**src/rtl/s3g_pkg.sv**
```systemverilog
// Shared definitions for the s3g transmit path: payload limit, arbiter states
// and the byte-lane packing of the 128-bit packet buffer (byte k at [8k+7:8k]).
package s3g_pkg;

  localparam int MAX_PAYLOAD = 16;
  localparam int BUF_BYTES   = 16;
  localparam int BUF_W       = 8 * BUF_BYTES;

  typedef enum logic [1:0] {
    ST_IDLE      = 2'd0,
    ST_ISSUE     = 2'd1,
    ST_WAIT_BUSY = 2'd2,
    ST_WAIT_DONE = 2'd3
  } arb_state_t;

  function automatic logic [7:0] buf_byte(input logic [BUF_W-1:0] b, input int k);
    return b[8*k +: 8];
  endfunction

endpackage

```
**src/rtl/s3g_tx_slot.sv**
```systemverilog
// One-entry holding slot for a packet source: validates and latches len/data.
// Write result (busy or err) visible next cycle; writes while occupied are rejected.
module s3g_tx_slot import s3g_pkg::*; #(
  parameter int MAX_LEN = MAX_PAYLOAD
) (
  input  logic             clk,
  input  logic             rst,
  input  logic             wr,
  input  logic [7:0]       len,
  input  logic [BUF_W-1:0] data,
  input  logic             free,
  output logic             busy,
  output logic             err,
  output logic [7:0]       slot_len,
  output logic [BUF_W-1:0] slot_data
);

  logic accept;

  assign accept = wr && !busy && (len <= 8'(MAX_LEN));

  // free only arrives while busy, so it can never coincide with accept
  always_ff @(posedge clk or negedge rst) begin
    if (!rst) begin
      busy      <= 1'b0;
      err       <= 1'b0;
      slot_len  <= '0;
      slot_data <= '0;
    end else begin
      err <= wr && !accept;
      if (accept) begin
        busy      <= 1'b1;
        slot_len  <= len;
        slot_data <= data;
      end else if (free) begin
        busy <= 1'b0;
      end
    end
  end

endmodule

```
**src/rtl/s3g_tx_arb.sv**
```systemverilog
// Round-robin arbiter sharing one s3g_tx between two one-entry request slots.
// Load-to-packet_wr 2 cycles; a slot stays busy until tx_busy falls or the busy wait times out.
module s3g_tx_arb #(
  parameter int BUSY_TIMEOUT = 15,
  parameter int MAX_PAYLOAD  = s3g_pkg::MAX_PAYLOAD
) (
  input  logic         clk,
  input  logic         rst,
  input  logic         req0_wr,
  input  logic [7:0]   req0_len,
  input  logic [127:0] req0_data,
  output logic         req0_busy,
  output logic         req0_done,
  output logic         req0_err,
  input  logic         req1_wr,
  input  logic [7:0]   req1_len,
  input  logic [127:0] req1_data,
  output logic         req1_busy,
  output logic         req1_done,
  output logic         req1_err,
  input  logic         tx_busy,
  output logic         tx_packet_wr,
  output logic [7:0]   tx_payload_len,
  output logic [127:0] tx_buf,
  output logic         grant_id,
  output logic         timeout
);
  import s3g_pkg::*;

  // The expiry is decided one cycle early so the registered timeout pulse
  // lands BUSY_TIMEOUT cycles after the ISSUE cycle.
  localparam logic [7:0] CNT_LAST = 8'((BUSY_TIMEOUT > 1) ? BUSY_TIMEOUT - 2 : 0);

  arb_state_t   state, state_nxt;
  logic         rr_ptr;
  logic [7:0]   cnt;
  logic         grant, win, finish, expire;
  logic         free0, free1;
  logic [7:0]   len0, len1;
  logic [127:0] data0, data1;

  s3g_tx_slot #(.MAX_LEN(MAX_PAYLOAD)) u_slot0 (
    .clk(clk), .rst(rst), .wr(req0_wr), .len(req0_len), .data(req0_data), .free(free0),
    .busy(req0_busy), .err(req0_err), .slot_len(len0), .slot_data(data0)
  );

  s3g_tx_slot #(.MAX_LEN(MAX_PAYLOAD)) u_slot1 (
    .clk(clk), .rst(rst), .wr(req1_wr), .len(req1_len), .data(req1_data), .free(free1),
    .busy(req1_busy), .err(req1_err), .slot_len(len1), .slot_data(data1)
  );

  assign free0 = finish && !grant_id;
  assign free1 = finish &&  grant_id;

  always_comb begin
    state_nxt = state;
    grant     = 1'b0;
    win       = rr_ptr;
    finish    = 1'b0;
    expire    = 1'b0;
    case (state)
      ST_IDLE: begin
        if ((req0_busy || req1_busy) && !tx_busy) begin
          grant     = 1'b1;
          win       = (req0_busy && req1_busy) ? rr_ptr : req1_busy;
          state_nxt = ST_ISSUE;
        end
      end
      ST_ISSUE:  state_nxt = ST_WAIT_BUSY;
      ST_WAIT_BUSY: begin
        if (tx_busy) begin
          state_nxt = ST_WAIT_DONE;
        end else if (cnt >= CNT_LAST) begin
          finish    = 1'b1;
          expire    = 1'b1;
          state_nxt = ST_IDLE;
        end
      end
      ST_WAIT_DONE: begin
        if (!tx_busy) begin
          finish    = 1'b1;
          state_nxt = ST_IDLE;
        end
      end
      default: state_nxt = ST_IDLE;
    endcase
  end

  always_ff @(posedge clk or negedge rst) begin
    if (!rst) begin
      state          <= ST_IDLE;
      rr_ptr         <= 1'b0;
      cnt            <= '0;
      tx_packet_wr   <= 1'b0;
      tx_payload_len <= '0;
      tx_buf         <= '0;
      grant_id       <= 1'b0;
      timeout        <= 1'b0;
      req0_done      <= 1'b0;
      req1_done      <= 1'b0;
    end else begin
      state        <= state_nxt;
      tx_packet_wr <= grant;
      timeout      <= expire;
      req0_done    <= free0;
      req1_done    <= free1;
      if (state == ST_ISSUE) begin
        cnt <= '0;
      end else if (state == ST_WAIT_BUSY) begin
        cnt <= cnt + 8'd1;
      end
      // tx_* hold the granted packet until the next grant
      if (grant) begin
        tx_payload_len <= win ? len1 : len0;
        tx_buf         <= win ? data1 : data0;
        grant_id       <= win;
        rr_ptr         <= ~win;
      end
    end
  end

endmodule

```
**config.mk**
```make
export PLATFORM = sky130hd
export DESIGN_NAME = s3g_tx_arb
export DESIGN_NICKNAME = d
export VERILOG_FILES = /design/src/rtl/s3g_pkg.sv /design/src/rtl/s3g_tx_slot.sv /design/src/rtl/s3g_tx_arb.sv
export SDC_FILE = /design/constraint.sdc
export NUM_CORES = 1
export LEC_CHECK = 0
export CAP_MARGIN = 10
export CORE_UTILIZATION = 35
export CTS_BUF_LIST = sky130_fd_sc_hd__clkbuf_4
export DETAILED_ROUTE_END_ITERATION = 8
export GPL_TIMING_DRIVEN = 0
export HOLD_SLACK_MARGIN = 0.06
export PLACE_DENSITY = 0.58
export SETUP_SLACK_MARGIN = 0.1
export SLEW_MARGIN = 20
export SYNTH_ARGS = -nofsm -noshare
export SYNTH_HDL_FRONTEND = slang
export SYNTH_HIERARCHICAL = 1
export SYNTH_SLANG_ARGS = --single-unit
```
**constraint.sdc**
```tcl
create_clock -name clk -period 3.2 [get_ports clk]
set_clock_uncertainty 0.2 [all_clocks]
set_input_delay 0.64 -clock clk [delete_from_list [all_inputs] [get_ports clk]]
set_output_delay 0.64 -clock clk [all_outputs]
set_load 0.05 [all_outputs]
```
==> flow_summary.json <==
{
  "status": "complete, no violations",
  "synth_area_leader_cell": "dfrtp_1",
  "grt_pass1_wl_mm": 75.4,
  "ff2ff_setup_slack_ps": 730,
  "crit_chain": "clkdlybuf4s50_1",
  "cts_root_buffer": "clkbuf_4",
  "rr_startpoint": "state[1]$_DFFE_PN0P_",
  "clk_pin_slew_ps": 70,
  "layoutNonFillerInstCount": 2559,
  "place_ws_ps": -31.5,
  "crit_type": "reg2out",
  "fin_crit_ps": 2900,
  "area_growth_pct": 38.0,
  "hp-class": "in2async",
  "placed_cell_area_mm2": 0.0226,
  "fin_ws_ps": 300,
  "die-width_um": 225,
  "cts.path.max_buffers": 3,
  "finalPower_uw": 22900,
  "synth-edff-count": 0,
  "die_y_um": 225,
  "crit_buf_inv": 1,
  "grt_usage_pct": 19.6,
  "ant_nets": 0,
  "htree_levels": 3,
  "die_area_mm2": 0.0506,
  "start_kind": "flop",
  "ys_types": 37,
  "syn_inst": 1272,
  "syn_area_mm2": 0.0174,
  "synth_area_leaders": "dfrtp_1, mux2_2, mux2i_1, nand2_1, o21ai_0",
  "num_vias": 12000,
  "drive_above_1_share_pct": 26.8,
  "powerDensity_mw_per_mm2": 953,
  "peakVddDrop_v": 0.000400,
  "port_buffers": 420,
  "endpoint_kind": "output pin",
  "boundaryPins": 422,
  "max_stage_delay_ps": 870,
  "grt_pass1_vias": 12900,
  "async_reset_ff_share_pct": 100,
  "clock_sinks": 428,
  "cp_data_arrival_time_ps": 2060,
  "maxSlewViolCount": 0,
  "worst_skew_pair.late_latency_ps": 820,
  "maxSlewHeadroom_pct": 53.2,
  "gp_congestion": 0.770,
  "grt-ovfl-total": 0,
  "rsz0062_at_grt": "false",
  "p_leak_uw": 0.0113,
  "grt_max_degree": 91,
  "dpl.hpwl_mm": 34.5,
  "synthesis.nets": 1557,
  "cp_slowest_cell": "clkdlybuf4s50_1",
  "fmax_ghz": 0.345,
  "numCtsBuffers": 114,
  "totalWireLength_mm": 48.8,
  "ys_warn_count": 6,
  "vias_per_cell": 4.70,
  "core_mm2": 0.0490,
  "finalCritPeriodShare_pct": 90.6,
  "setup_viol": 0,
  "yosysSeqAreaShare_pct": 61.6,
  "initial_core_util_pct": 35.5,
  "drt_iter0_markers": 451,
  "antenna_found_initial": 7,
  "drv_cap": 0,
  "drcViolationCount": 0,
  "worstPathRequired_ps": 2360,
  "worst_pin_slew_ps": 702,
  "core.rowCount": 81,
  "dp_cells": 2361,
  "syn_area_per_cell_um2": 13.7,
  "crit_fanout": 2,
  "synth_flop_cell": "dfrtp_1",
  "yosys.area.top_type_share_pct": 61.6,
  "post_drt_wl_per_cell_um": 19.1,
  "path_delay_family": "buffers and inverters",
  "post_cts_buffers": 0,
  "final_nets": 2101,
  "final_area_mm2": 0.0240,
  "hold_viol": 0,
  "crit_path_start": "tx_buf[38]$_DFFE_PN0P_",
  "synth-seq-cells": 428,
  "cts_tree": "yes",
  "drt_pass1_iterations": 4
}
-- registers in the layout, summed over array words and instances, names as in the netlist --
signal / flops
u_slot0/err: 1
u_slot1/busy: 1
tx_buf: 128
u_slot0/slot_len: 8
grant_id: 1
timeout: 1
req0_done: 1
u_slot1/slot_data: 128
req1_done: 1
u_slot0/busy: 1
u_slot0/slot_data: 128
tx_packet_wr: 1
tx_payload_len: 8
u_slot1/slot_len: 8
state: 2
cnt: 8
u_slot1/err: 1
rr_ptr: 1
-- what timing repair did --
action                                  CTS  global route
endpoints found under the setup margin    3             0
resized for setup                         3             0
endpoints found under the hold margin   194             0
hold buffers                              3             0
-- layer usage --
metal	global-route usage [%]	share of wire, %
met5	0	0.055
met2	31.8	49
met3	6.19	7.2
met4	9.33	3.4
met1	23.7	41
-- kinds of logic (layout without fill, tap and decap cells) --
kind of cell             after synthesis  in the layout  share of synthesized area, %
AO/OA/AOI/OAI                        162            162                          4.85
XOR/XNOR                               2              2                         0.101
adder cells (fa/ha/maj)                8              8                         0.576
buffers and inverters                 88            706                          3.38
flip-flops                           428            428                          61.6
multiplexers                         401            401                          25.0
other                                  0              5                             0
AND/OR/NAND/NOR                      183            183                          4.53
-- final timing paths --
kind | endpoint | cells past startpoint
max reg2reg | tx_buf[69]$_DFFE_PN0P_ | 9
min in group clk | u_slot1/slot_data[38]$_DFFE_PN0P_ | 2
max in group asynchronous | u_slot0/slot_data[94]$_DFFE_PN0P_ | 5
min | tx_buf[22]$_DFFE_PN0P_ | 3
min reg2reg | tx_buf[7]$_DFFE_PN0P_ | 2
max | tx_buf[38] | 1
-- cell usage after synthesis, types with 4 or more instances --
cell type,number
a21oi_1,6
and2_1,8
buf_2,32
buf_6,29
clkbuf_1,14
dfrtp_1,428
ha_1,8
inv_1,11
mux2_2,264
mux2i_1,137
nand2_1,142
nor2_1,6
nor3_1,7
nor4b_1,4
o21ai_0,95
o21ai_1,51
-- through the flow --
step | hold WS (ps) | utilization, % | TNS (ps)
2_1_floorplan | 144 | - | 0
3_3_place_gp | 262 | 45.8 | -7724110
3_5_place_dp | 270 | 46.1 | -1670
4_1_cts | 74.0 | 49.0 | 0
5_1_grt | 118 | 49.0 | 0
6_report | 210 | 49.0 | 0
-- layout by cell type, fill, tap and decap left out, drive strengths merged, types with 2 or more instances in the layout --
master,count
mux2,264
o21ai,146
o41ai,2
dfrtp,428
clkbuf,181
clkdlybuf4s50,416
and2,8
nor2,6
ha,8
xnor2,2
mux2i,137
clkinv,21
nor3,7
nand2b,2
dlygate4sd2,3
nor4,3
dlygate4sd3,2
and4b,2
a21oi,6
nand4,2
buf,70
diode,5
nand2,142
inv,11
nor4b,4
nand3,2
-- report_power, final --
part           internal [µW]  switching [µW]  total, µW
clock network           2440            2200       4630
registers               7630            1150       8780
logic                   3890            5570       9470
total                  14000            8920      22900
-- worst reg2reg max path, cell delays in order, from the launching register on --
cell and delay, ps:
dfrtp_1 420, inv_1 180, ha_1 220, or3b_4 450
buf_6 190, buf_6 180, buf_6 170, buf_6 160
nand2_1 60, o21ai_1 50
-- cell type report --
cell class / count / area (µm²)
inverters: 11 / 41.3
well taps: 664 / 831
flip-flops and latches: 428 / 10700
repair buffers: 428 / 4390
plain buffers: 77 / 547
clock buffers: 167 / 1250
fillers: 4467 / 24900
multi-input cells: 756 / 6090
diodes: 5 / 12.5
clock inverters: 23 / 125
Note: power is estimated with default switching activity, not from simulation.
